`src/rtl/execute_stage_mc_if.sv`:
```
// Execute-stage boundary: decode-side E fields and hazard controls in, ALU/condition
// results and the E->M pipeline register out.
interface execute_stage_mc_if #(
    parameter int DATA_W = 64
);
    logic [3:0]        E_stat;
    logic [3:0]        E_icode;
    logic [3:0]        E_ifun;
    logic [DATA_W-1:0] E_valC;
    logic [DATA_W-1:0] E_valA;
    logic [DATA_W-1:0] E_valB;
    logic [3:0]        E_dstE;
    logic [3:0]        E_dstM;
    logic              setcc;
    logic              M_bubble;
    logic              E_stall;

    logic              e_busy;
    logic              e_cnd;
    logic [DATA_W-1:0] e_valE;
    logic [3:0]        e_dstE;
    logic [2:0]        cc;

    logic [3:0]        M_stat;
    logic [3:0]        M_icode;
    logic              M_cnd;
    logic [DATA_W-1:0] M_valE;
    logic [DATA_W-1:0] M_valA;
    logic [3:0]        M_dstE;
    logic [3:0]        M_dstM;

    modport master (
        output E_stat, E_icode, E_ifun, E_valC, E_valA, E_valB, E_dstE, E_dstM,
               setcc, M_bubble, E_stall,
        input  e_busy, e_cnd, e_valE, e_dstE, cc,
               M_stat, M_icode, M_cnd, M_valE, M_valA, M_dstE, M_dstM
    );

    modport slave (
        input  E_stat, E_icode, E_ifun, E_valC, E_valA, E_valB, E_dstE, E_dstM,
               setcc, M_bubble, E_stall,
        output e_busy, e_cnd, e_valE, e_dstE, cc,
               M_stat, M_icode, M_cnd, M_valE, M_valA, M_dstE, M_dstM
    );
endinterface

```
`src/rtl/execute_stage_mc.sv`:
```
// Y86 execute stage: ALU, condition codes, jXX/cmovXX evaluation, E->M register and a
// sequential signed multiplier (mulq) that stalls the front end while it iterates.
//
//   state  | meaning
//   IDLE   | no multiply in flight; a qualifying mulq in E starts one
//   BUSY   | retiring MUL_BPC multiplier bits per cycle, M receives bubbles
//   DONE   | product valid on e_valE; held here while E is stalled
module execute_stage_mc #(
    parameter int         DATA_W     = 64,
    parameter int         MUL_BPC    = 8,
    parameter int         STACK_STEP = DATA_W / 8,
    parameter logic [3:0] STAT_AOK   = 4'b1000
) (
    input logic               clk,
    input logic               rst_n,
    execute_stage_mc_if.slave bus
);
    localparam int K     = DATA_W / MUL_BPC;
    localparam int CNT_W = (K > 1) ? $clog2(K) : 1;
    localparam int ACC_W = 2 * DATA_W;
    localparam int SUM_W = DATA_W + MUL_BPC;

    localparam logic [3:0] I_NOP   = 4'h1;
    localparam logic [3:0] I_CMOV  = 4'h2;
    localparam logic [3:0] I_IRMOV = 4'h3;
    localparam logic [3:0] I_RMMOV = 4'h4;
    localparam logic [3:0] I_MRMOV = 4'h5;
    localparam logic [3:0] I_OP    = 4'h6;
    localparam logic [3:0] I_JXX   = 4'h7;
    localparam logic [3:0] I_CALL  = 4'h8;
    localparam logic [3:0] I_RET   = 4'h9;
    localparam logic [3:0] I_PUSH  = 4'hA;
    localparam logic [3:0] I_POP   = 4'hB;
    localparam logic [3:0] REG_NONE = 4'hF;

    typedef enum logic [1:0] {S_IDLE, S_BUSY, S_DONE} state_t;

    state_t            r_state;
    logic [CNT_W-1:0]  r_cnt;
    logic [DATA_W-1:0] r_mcand;
    logic [ACC_W-1:0]  r_acc;
    logic              r_neg;
    logic              r_done_taken;
    logic [2:0]        r_cc;

    logic [3:0]        r_m_stat;
    logic [3:0]        r_m_icode;
    logic              r_m_cnd;
    logic [DATA_W-1:0] r_m_val_e;
    logic [DATA_W-1:0] r_m_val_a;
    logic [3:0]        r_m_dst_e;
    logic [3:0]        r_m_dst_m;

    logic              w_is_mul;
    logic              w_mul_start;
    logic              w_m_bubble;
    logic              w_cc_we;
    logic              w_cnd;
    logic              w_of;
    logic              w_mul_of;
    logic [DATA_W-1:0] w_val_e;
    logic [DATA_W-1:0] w_add;
    logic [DATA_W-1:0] w_sub;
    logic [DATA_W-1:0] w_abs_a;
    logic [DATA_W-1:0] w_abs_b;
    logic [SUM_W-1:0]  w_sum;
    logic [ACC_W-1:0]  w_acc_next;
    logic [ACC_W-1:0]  w_prod;
    logic [DATA_W:0]   w_prod_top;
    logic              w_of_f;
    logic              w_sf_f;
    logic              w_zf_f;

    assign w_of_f = r_cc[2];
    assign w_sf_f = r_cc[1];
    assign w_zf_f = r_cc[0];

    assign w_is_mul    = (bus.E_icode == I_OP) && (bus.E_ifun == 4'h4);
    assign w_mul_start = (r_state == S_IDLE) && w_is_mul &&
                         (bus.E_stat == STAT_AOK) && !bus.M_bubble;

    // A DONE cycle that has already handed its product to M must not hand it again.
    assign w_m_bubble = bus.M_bubble || (r_state == S_BUSY) || w_mul_start ||
                        ((r_state == S_DONE) && r_done_taken);
    assign w_cc_we    = !w_m_bubble && (bus.E_icode == I_OP) && bus.setcc &&
                        (bus.E_stat == STAT_AOK);

    assign w_add = bus.E_valB + bus.E_valA;
    assign w_sub = bus.E_valB - bus.E_valA;

    assign w_abs_a = bus.E_valA[DATA_W-1] ? (~bus.E_valA + DATA_W'(1)) : bus.E_valA;
    assign w_abs_b = bus.E_valB[DATA_W-1] ? (~bus.E_valB + DATA_W'(1)) : bus.E_valB;

    // Radix-2^MUL_BPC shift-add: low half holds the unconsumed multiplier digits,
    // high half accumulates; the pair shifts right one digit per step.
    assign w_sum      = SUM_W'(r_acc[ACC_W-1:DATA_W]) +
                        SUM_W'(r_mcand) * SUM_W'(r_acc[MUL_BPC-1:0]);
    assign w_acc_next = ACC_W'({w_sum, r_acc[DATA_W-1:0]} >> MUL_BPC);

    assign w_prod     = r_neg ? (~r_acc + ACC_W'(1)) : r_acc;
    assign w_prod_top = w_prod[ACC_W-1:DATA_W-1];
    assign w_mul_of   = !((&w_prod_top) || !(|w_prod_top));

    always_comb begin
        w_cnd = 1'b0;
        if ((bus.E_icode == I_CMOV) || (bus.E_icode == I_JXX)) begin
            case (bus.E_ifun)
                4'h0:    w_cnd = 1'b1;
                4'h1:    w_cnd = (w_sf_f ^ w_of_f) | w_zf_f;
                4'h2:    w_cnd = w_sf_f ^ w_of_f;
                4'h3:    w_cnd = w_zf_f;
                4'h4:    w_cnd = !w_zf_f;
                4'h5:    w_cnd = !(w_sf_f ^ w_of_f);
                4'h6:    w_cnd = !(w_sf_f ^ w_of_f) && !w_zf_f;
                default: w_cnd = 1'b0;
            endcase
        end
    end

    always_comb begin
        w_val_e = '0;
        w_of    = 1'b0;
        case (bus.E_icode)
            I_CMOV:           w_val_e = bus.E_valA;
            I_IRMOV:          w_val_e = bus.E_valC;
            I_RMMOV, I_MRMOV: w_val_e = bus.E_valC + bus.E_valB;
            I_OP: begin
                case (bus.E_ifun)
                    4'h0: begin
                        w_val_e = w_add;
                        w_of    = (bus.E_valA[DATA_W-1] == bus.E_valB[DATA_W-1]) &&
                                  (w_add[DATA_W-1] != bus.E_valA[DATA_W-1]);
                    end
                    4'h1: begin
                        w_val_e = w_sub;
                        w_of    = (bus.E_valA[DATA_W-1] != bus.E_valB[DATA_W-1]) &&
                                  (w_sub[DATA_W-1] != bus.E_valB[DATA_W-1]);
                    end
                    4'h2: w_val_e = bus.E_valB & bus.E_valA;
                    4'h3: w_val_e = bus.E_valB ^ bus.E_valA;
                    4'h4: begin
                        if (r_state == S_DONE) begin
                            w_val_e = w_prod[DATA_W-1:0];
                            w_of    = w_mul_of;
                        end
                    end
                    default: w_val_e = '0;
                endcase
            end
            I_CALL, I_PUSH:   w_val_e = bus.E_valB - DATA_W'(STACK_STEP);
            I_RET, I_POP:     w_val_e = bus.E_valB + DATA_W'(STACK_STEP);
            default:          w_val_e = '0;
        endcase
    end

    always_ff @(posedge clk or negedge rst_n) begin
        if (!rst_n) begin
            r_state      <= S_IDLE;
            r_cnt        <= '0;
            r_mcand      <= '0;
            r_acc        <= '0;
            r_neg        <= 1'b0;
            r_done_taken <= 1'b0;
        end else begin
            case (r_state)
                S_IDLE: begin
                    if (w_mul_start) begin
                        r_mcand      <= w_abs_a;
                        r_acc        <= ACC_W'(w_abs_b);
                        r_neg        <= bus.E_valA[DATA_W-1] ^ bus.E_valB[DATA_W-1];
                        r_cnt        <= '0;
                        r_done_taken <= 1'b0;
                        r_state      <= S_BUSY;
                    end
                end
                S_BUSY: begin
                    if (bus.M_bubble) begin
                        r_state <= S_IDLE;
                    end else begin
                        r_acc <= w_acc_next;
                        if (r_cnt == CNT_W'(K - 1)) begin
                            r_state <= S_DONE;
                        end else begin
                            r_cnt <= r_cnt + CNT_W'(1);
                        end
                    end
                end
                S_DONE: begin
                    if (bus.M_bubble || !bus.E_stall) begin
                        r_state <= S_IDLE;
                    end else begin
                        r_done_taken <= 1'b1;
                    end
                end
                default: r_state <= S_IDLE;
            endcase
        end
    end

    always_ff @(posedge clk or negedge rst_n) begin
        if (!rst_n) begin
            r_m_stat  <= STAT_AOK;
            r_m_icode <= I_NOP;
            r_m_cnd   <= 1'b0;
            r_m_val_e <= '0;
            r_m_val_a <= '0;
            r_m_dst_e <= REG_NONE;
            r_m_dst_m <= REG_NONE;
            r_cc      <= 3'b001;
        end else begin
            if (w_m_bubble) begin
                r_m_stat  <= STAT_AOK;
                r_m_icode <= I_NOP;
                r_m_cnd   <= 1'b0;
                r_m_val_e <= '0;
                r_m_val_a <= '0;
                r_m_dst_e <= REG_NONE;
                r_m_dst_m <= REG_NONE;
            end else begin
                r_m_stat  <= bus.E_stat;
                r_m_icode <= bus.E_icode;
                r_m_cnd   <= w_cnd;
                r_m_val_e <= w_val_e;
                r_m_val_a <= bus.E_valA;
                r_m_dst_e <= bus.e_dstE;
                r_m_dst_m <= bus.E_dstM;
            end
            if (w_cc_we) begin
                r_cc <= {w_of, w_val_e[DATA_W-1], (w_val_e == '0)};
            end
        end
    end

    assign bus.e_busy  = w_mul_start || (r_state == S_BUSY);
    assign bus.e_cnd   = w_cnd;
    assign bus.e_valE  = w_val_e;
    assign bus.e_dstE  = ((bus.E_icode == I_CMOV) && !w_cnd) ? REG_NONE : bus.E_dstE;
    assign bus.cc      = r_cc;
    assign bus.M_stat  = r_m_stat;
    assign bus.M_icode = r_m_icode;
    assign bus.M_cnd   = r_m_cnd;
    assign bus.M_valE  = r_m_val_e;
    assign bus.M_valA  = r_m_val_a;
    assign bus.M_dstE  = r_m_dst_e;
    assign bus.M_dstM  = r_m_dst_m;
endmodule
```
`src/flat_wrapper.sv`:
```
// flat-port wrapper written by rule: the top's interface ports become plain ports
module execute_stage_mc_flat 
#(
    parameter int         DATA_W     = 64,
    parameter int         MUL_BPC    = 8,
    parameter int         STACK_STEP = DATA_W / 8,
    parameter logic [3:0] STAT_AOK   = 4'b1000
)
  (clk, rst_n, bus_E_stat, bus_E_icode, bus_E_ifun, bus_E_valC, bus_E_valA, bus_E_valB, bus_E_dstE, bus_E_dstM, bus_setcc, bus_M_bubble, bus_E_stall, bus_e_busy, bus_e_cnd, bus_e_valE, bus_e_dstE, bus_cc, bus_M_stat, bus_M_icode, bus_M_cnd, bus_M_valE, bus_M_valA, bus_M_dstE, bus_M_dstM);
  execute_stage_mc_if #(.DATA_W(DATA_W)) bus_i ();
  input logic clk;
  input logic rst_n;
  input wire logic [$bits(bus_i.E_stat)-1:0] bus_E_stat;
  input wire logic [$bits(bus_i.E_icode)-1:0] bus_E_icode;
  input wire logic [$bits(bus_i.E_ifun)-1:0] bus_E_ifun;
  input wire logic [$bits(bus_i.E_valC)-1:0] bus_E_valC;
  input wire logic [$bits(bus_i.E_valA)-1:0] bus_E_valA;
  input wire logic [$bits(bus_i.E_valB)-1:0] bus_E_valB;
  input wire logic [$bits(bus_i.E_dstE)-1:0] bus_E_dstE;
  input wire logic [$bits(bus_i.E_dstM)-1:0] bus_E_dstM;
  input wire logic [$bits(bus_i.setcc)-1:0] bus_setcc;
  input wire logic [$bits(bus_i.M_bubble)-1:0] bus_M_bubble;
  input wire logic [$bits(bus_i.E_stall)-1:0] bus_E_stall;
  output wire logic [$bits(bus_i.e_busy)-1:0] bus_e_busy;
  output wire logic [$bits(bus_i.e_cnd)-1:0] bus_e_cnd;
  output wire logic [$bits(bus_i.e_valE)-1:0] bus_e_valE;
  output wire logic [$bits(bus_i.e_dstE)-1:0] bus_e_dstE;
  output wire logic [$bits(bus_i.cc)-1:0] bus_cc;
  output wire logic [$bits(bus_i.M_stat)-1:0] bus_M_stat;
  output wire logic [$bits(bus_i.M_icode)-1:0] bus_M_icode;
  output wire logic [$bits(bus_i.M_cnd)-1:0] bus_M_cnd;
  output wire logic [$bits(bus_i.M_valE)-1:0] bus_M_valE;
  output wire logic [$bits(bus_i.M_valA)-1:0] bus_M_valA;
  output wire logic [$bits(bus_i.M_dstE)-1:0] bus_M_dstE;
  output wire logic [$bits(bus_i.M_dstM)-1:0] bus_M_dstM;
  assign bus_i.E_stat = bus_E_stat;
  assign bus_i.E_icode = bus_E_icode;
  assign bus_i.E_ifun = bus_E_ifun;
  assign bus_i.E_valC = bus_E_valC;
  assign bus_i.E_valA = bus_E_valA;
  assign bus_i.E_valB = bus_E_valB;
  assign bus_i.E_dstE = bus_E_dstE;
  assign bus_i.E_dstM = bus_E_dstM;
  assign bus_i.setcc = bus_setcc;
  assign bus_i.M_bubble = bus_M_bubble;
  assign bus_i.E_stall = bus_E_stall;
  assign bus_e_busy = bus_i.e_busy;
  assign bus_e_cnd = bus_i.e_cnd;
  assign bus_e_valE = bus_i.e_valE;
  assign bus_e_dstE = bus_i.e_dstE;
  assign bus_cc = bus_i.cc;
  assign bus_M_stat = bus_i.M_stat;
  assign bus_M_icode = bus_i.M_icode;
  assign bus_M_cnd = bus_i.M_cnd;
  assign bus_M_valE = bus_i.M_valE;
  assign bus_M_valA = bus_i.M_valA;
  assign bus_M_dstE = bus_i.M_dstE;
  assign bus_M_dstM = bus_i.M_dstM;
  execute_stage_mc #(.DATA_W(DATA_W), .MUL_BPC(MUL_BPC), .STACK_STEP(STACK_STEP), .STAT_AOK(STAT_AOK)) u_core (.clk(clk), .rst_n(rst_n), .bus(bus_i));
endmodule
```
`config.mk`:
```
export PLATFORM = sky130hd
export DESIGN_NAME = execute_stage_mc_flat
export DESIGN_NICKNAME = d
export VERILOG_FILES = /design/src/rtl/execute_stage_mc_if.sv /design/src/rtl/execute_stage_mc.sv /design/src/flat_wrapper.sv
export SDC_FILE = /design/constraint.sdc
export NUM_CORES = 2
export LEC_CHECK = 0
export ABC_AREA = 1
export ABC_CLOCK_PERIOD_IN_PS = 11400
export CORE_MARGIN = 2
export CORE_UTILIZATION = 45
export CTS_CLUSTER_SIZE = 8
export DETAILED_ROUTE_END_ITERATION = 12
export PLACE_DENSITY_LB_ADDON = 0.2
export SYNTH_ARGS = -nofsm -noshare
export SYNTH_HDL_FRONTEND = slang
export SYNTH_SLANG_ARGS = --single-unit
export TNS_END_PERCENT = 1
```
`constraint.sdc`:
```
create_clock -name clk -period 11.4 [get_ports clk]
set_input_delay 1.71 -clock clk [delete_from_list [all_inputs] [get_ports clk]]
set_output_delay 1.71 -clock clk [all_outputs]
set_load 0.03 [all_outputs]
```
# After elaboration in Yosys (flattened, before gate mapping)
# Cells that the tools add are included.
# totals
register_bits	347
inputBits	217
output_inout_bits	218
word_cells	139
# op_classes
reduce_logical	42
addsub	10
muxes	34
multipliers	1
bitwise	8
eq_ne	30
# ops
op	n
$mux W128	3
$pmux W64 S6	1
$mux W64	5
$pmux W64 S5	1
$pmux W128 S2	1
$add A128 B1 Y128 const B	1
$add A64 B1 Y64 const B	2
$add A64 B64 Y64	2
$not A128 Y128	1
$not A64 Y64	2
$add A64 B72 Y72	1
$mul A64 B8 Y72	1
$reduce_and A65 Y1	1
$reduce_or A65 Y1	1
$add A64 B4 Y64 const B	1
$and A64 B64 Y64	1
$logic_not A64 Y1	1
$sub A64 B4 Y64 const B	1
$sub A64 B64 Y64	1
$xor A64 B64 Y64	1
$eq A4 B3 Y1 const B	7
$eq A4 B4 Y1 const B	5
$mux W4	5
$eq A4 B2 Y1 const B	4
other kinds (30)	75

# Depth between registers and ports, before layout
# depth
word_depth	11
depth_mapped	32
depth_no_buf	30

# Worst setup path before layout
# OpenSTA, ideal clock, no wires.
# synth_timing
path_kind	in2out
from	in bus_E_icode[2]
to	out bus_e_valE[54]
t_arrival_ps	5185
path_slack_ps	4505
path_stages	18
path_cell_list	inv_1 > nand2_1 > inv_1 > nand2_1 > ha_1 > nand2_1 > inv_1 > a21oi_1 > nand2_1 > nand2_1 > nand2_1 > nand3_1 > nand3_1 > a21oi_1 > xor2_1 > nor2_1 > nor2_1 > nand2_1
# synth_via
elab_chain_len	3
word_cells_on_any_way	13
classes_between	eq/ne: 9; mux: 1; reduce/logical: 3
# synth_lines
element	line_no	source
from (decl)	flat_wrapper.sv:14	input wire logic [$bits(bus_i.E_icode)-1:0] bus_E_icode;
$eq A4 B4 Y1 / $eq A4 B3 Y1 (equally long branches)	execute_stage_mc.sv:123	case (bus.E_icode)
$reduce_or A2 Y1	execute_stage_mc.sv:123	
$pmux W64 S6 *	execute_stage_mc.sv:123	
to (decl)	flat_wrapper.sv:26	output wire logic [$bits(bus_i.e_valE)-1:0] bus_e_valE;
# Every way passes the cells marked *; elsewhere a longest branch is shown, timed or not.

# Final worst setup path
# layout_timing
from	in bus_E_valA[16]
to	out bus_e_valE[43]
# layout_via
elab_chain_len	3
word_cells_on_any_way	4
classes_between	add/sub: 2; mux: 2
# layout_lines
element	line_no	source
from (decl)	flat_wrapper.sv:17	input wire logic [$bits(bus_i.E_valA)-1:0] bus_E_valA;
$sub A64 B64 Y64 / $add A64 B64 Y64 (equally long branches)	execute_stage_mc.sv:89, execute_stage_mc.sv:88	
$pmux W64 S5 *	execute_stage_mc.sv:128	case (bus.E_ifun)
$pmux W64 S6 *	execute_stage_mc.sv:123	
# Marks and branches as above.

==> metrics.txt <==
status finished, violations left; failing checks capacitance limit, slew limit; via count around 80k; commonest non-fill, non-tap cell in the layout nand2_1; fill count roughly 15k; dpl ws around 2.7 ns; worst-case hold slack between 0.4 and 0.5 ns; Max Root-Sink Buffers 3; EDFF count, synth 0; Highest Signal Layer met5; Die X just under 400 um; # setup viols final 0; Synth Instances 11.2k; layout cells sized above 1 between 2 and 3%; Post-CTS Setup Inserts 0; sequential area share after synthesis a little over an eighth; DRC 0; root buf cell clkbuf_16; Final period util roughly 78%; post-synth net total roughly 12k; Netlist cell types 64; Die Height approximately 390 um; Post-Syn Area roughly 66000 um^2; CP Data Arrival Time 7.20 ns; Nets about 12k; Max-slew headroom -7.43%; Layout Area Growth over Synthesis 11.8%; Synth Flop Type dfrtp_1; number of hold buffers added after cts 0; Required @ worst endpoint slightly below 10 ns; Worst Setup Start Kind input pin; WL/cell 27.8 um; number of global-route vias before repair around 78k; Tot Pwr a little under 0.006 W; endpoint type of the worst setup path primary output; 1st-pass router iterations 12; final slew viol count 3; Met3 Wirelength 37600 um; commonest cells after routing, fill and taps aside nand2_1, inv_1, nor2_1; IO Port Bufs 434; worst-skew pair later-pin latency 0.72 ns; DRT antenna net count 0; hold crit path type reg -> reg; CTS HTree Levels 2; Leak 39.4 nW; Fin Setup TNS 0 ns; final setup margin ~2.5 ns; synth warn 0; worst-margin pin slew 1.60 ns; Power Density 80.6 nW/um^2; VDD IR-drop max 136 uV; clk_skew ~0.05 ns; Worst R2R Setup Slack approximately 3.4 ns; met2 WL approximately 160000 um; number of synthesized register bits ~350; max cap viols 1; ys async rst share 100%; Die Area about 150000 um^2; first-pass GRT wire length 525000 um; # rows 140; M1 WL roughly 130000 um; CTS clock-pin slew for the worst setup and hold paths around 0.05 ns; post-DP HPWL between 300000 and 400000 um; post-synth top area cell nand2_1; WL final around 370000 um; post_cts resized 0; f_max ~110 MHz; top post-synthesis cells by area nand2_1, fa_1, inv_1, dfrtp_1, nor2_1; Synth top area share 17.7%; CTS tree done; Starting DRT DRC Count ~10k; cts bufs inserted 54; gpl congestion 1.13; RSZ-0062 raised after global routing no; largest net degree at the start of global routing 97; CP Max Fanout 10; gr ovfl total 0; Tmin final ~9 ns; WS Path Type in -> out; GRT Util Overall about half; # IOs 435; initial antenna violation count 27; Mean Syn Cell Area 5.86 um^2; drt via density just under 6; area of the core about 150000 um^2; clk sinks around 350; Hold Fails Final Rpt 0; initial core utilization a little under half
[cell type report]
cell class	count	area [um^2]	area share (%)
Multi-Input combinational cell	8253	47100	64.1
Tap cell	1917	2400	3.26
Clock inverter	11	181	0.247
Sequential cell	347	8710	11.8
Clock buffer	82	1500	2.03
Antenna cell	20	50.0	0.0680
Inverter	2284	8580	11.7
Timing Repair Buffer	523	5010	6.81
[layer usage]
layer  track usage, %  vias to the layer above
met4             46.6                       14
li1                 -                    35500
met2             77.2                     5298
met1             53.4                    37200
met5                0                        -
met3             12.2                     1572
[per-stage QoR]
stage | cells | utilization [%] | area, um^2
floorplan | 11200 | - | 65800
global placement | 13300 | 49.4 | 71800
detailed placement | 13300 | 49.4 | 71800
global route | 13400 | 50.6 | 73500
finish | 13400 | 50.6 | 73600
CTS | 13400 | 50.6 | 73500
[where the power goes]
group          switching (W)  total, W  internal, W
clock network       0.000708   0.00167     0.000965
registers           0.000100   0.00143      0.00133
logic                0.00206   0.00283     0.000770
total                0.00286   0.00593      0.00306
[worst max-delay path, stage by stage]
cell and delay, ns:
clkdlybuf4s50_1 0.64, clkinv_1 0.65, ha_1 0.78, nand2_1 0.17, nor2_1 0.24, a21oi_1 0.21
o21ai_0 0.77, nand2_1 0.18, nand3_1 0.13, nand2_1 0.06, nand3_1 0.07, nand3_1 0.22
a21oi_1 0.64, inv_1 0.09, clkdlybuf4s50_1 0.62
[flip-flops by register name (all words and copies together), names as in the netlist]
signal               count
u_core.r_cnt             3
u_core.r_mcand          64
u_core.r_state           2
u_core.r_neg             1
u_core.bus.M_valE       64
u_core.bus.M_icode       4
u_core.bus.M_dstM        4
u_core.r_acc           128
u_core.bus.M_stat        4
u_core.bus.M_dstE        4
u_core.r_done_taken      1
u_core.bus.cc            3
u_core.bus.M_cnd         1
u_core.bus.M_valA       64
[logic make-up (layout without fill, tap and decap cells)]
logic type	after synthesis	count (layout)	synth area share, %
DFF	347	347	13.2
buffers and inverters	2628	2900	15.3
xor gates and xnor gates	143	143	1.90
and+or+nand+nor	5754	5754	36.6
AOI/OAI and AO/OA	1569	1569	13.1
adders and majority gates	787	787	20.0
other	0	20	0
[path summary, 6_finish.rpt]
| check | startpoint | to | cells past startpoint |
|---|---|---|---|
| setup / recovery | bus_E_valA[16] | bus_e_valE[43] | 15 |
| hold / removal | u_core.r_acc[119] | u_core.r_acc[119] | 2 |
| setup reg to reg | u_core.r_acc[7] | u_core.r_acc[118] | 23 |
| hold reg to reg | u_core.r_acc[119] | u_core.r_acc[119] | 2 |
| max in group asynchronous | rst_n | u_core.bus.M_valA[47] | 3 |
| min in group asynchronous | rst_n | u_core.bus.M_valA[63] | 1 |
[Yosys cell counts, types with 4 or more instances]
library cell and n:
a211oi_1 4, a21boi_0 8, a21o_1 17, a21oi_1 601, a21oi_2 4, a31oi_1 67
and2_1 5, and3_1 6, buf_1 40, buf_2 75, buf_4 14, clkbuf_1 211
clkinv_1 24, dfrtp_1 336, dfstp_2 11, fa_1 440, ha_1 347, inv_1 2247
inv_2 13, nand2_1 3097, nand2_2 11, nand3_1 777, nand3_2 10, nand3b_1 74
nand4_1 206, nor2_1 1355, nor2_2 22, nor2_4 9, nor3_1 97, nor3_2 5
nor4_1 46, o211ai_1 55, o21a_1 25, o21ai_0 573, o21ai_1 36, o21ai_2 4
o21bai_1 54, o221ai_1 10, o22ai_1 79, o31ai_1 17, or2_0 4, or2_2 14
xnor2_1 20, xor2_1 123
(Power assumes the default switching activity.)
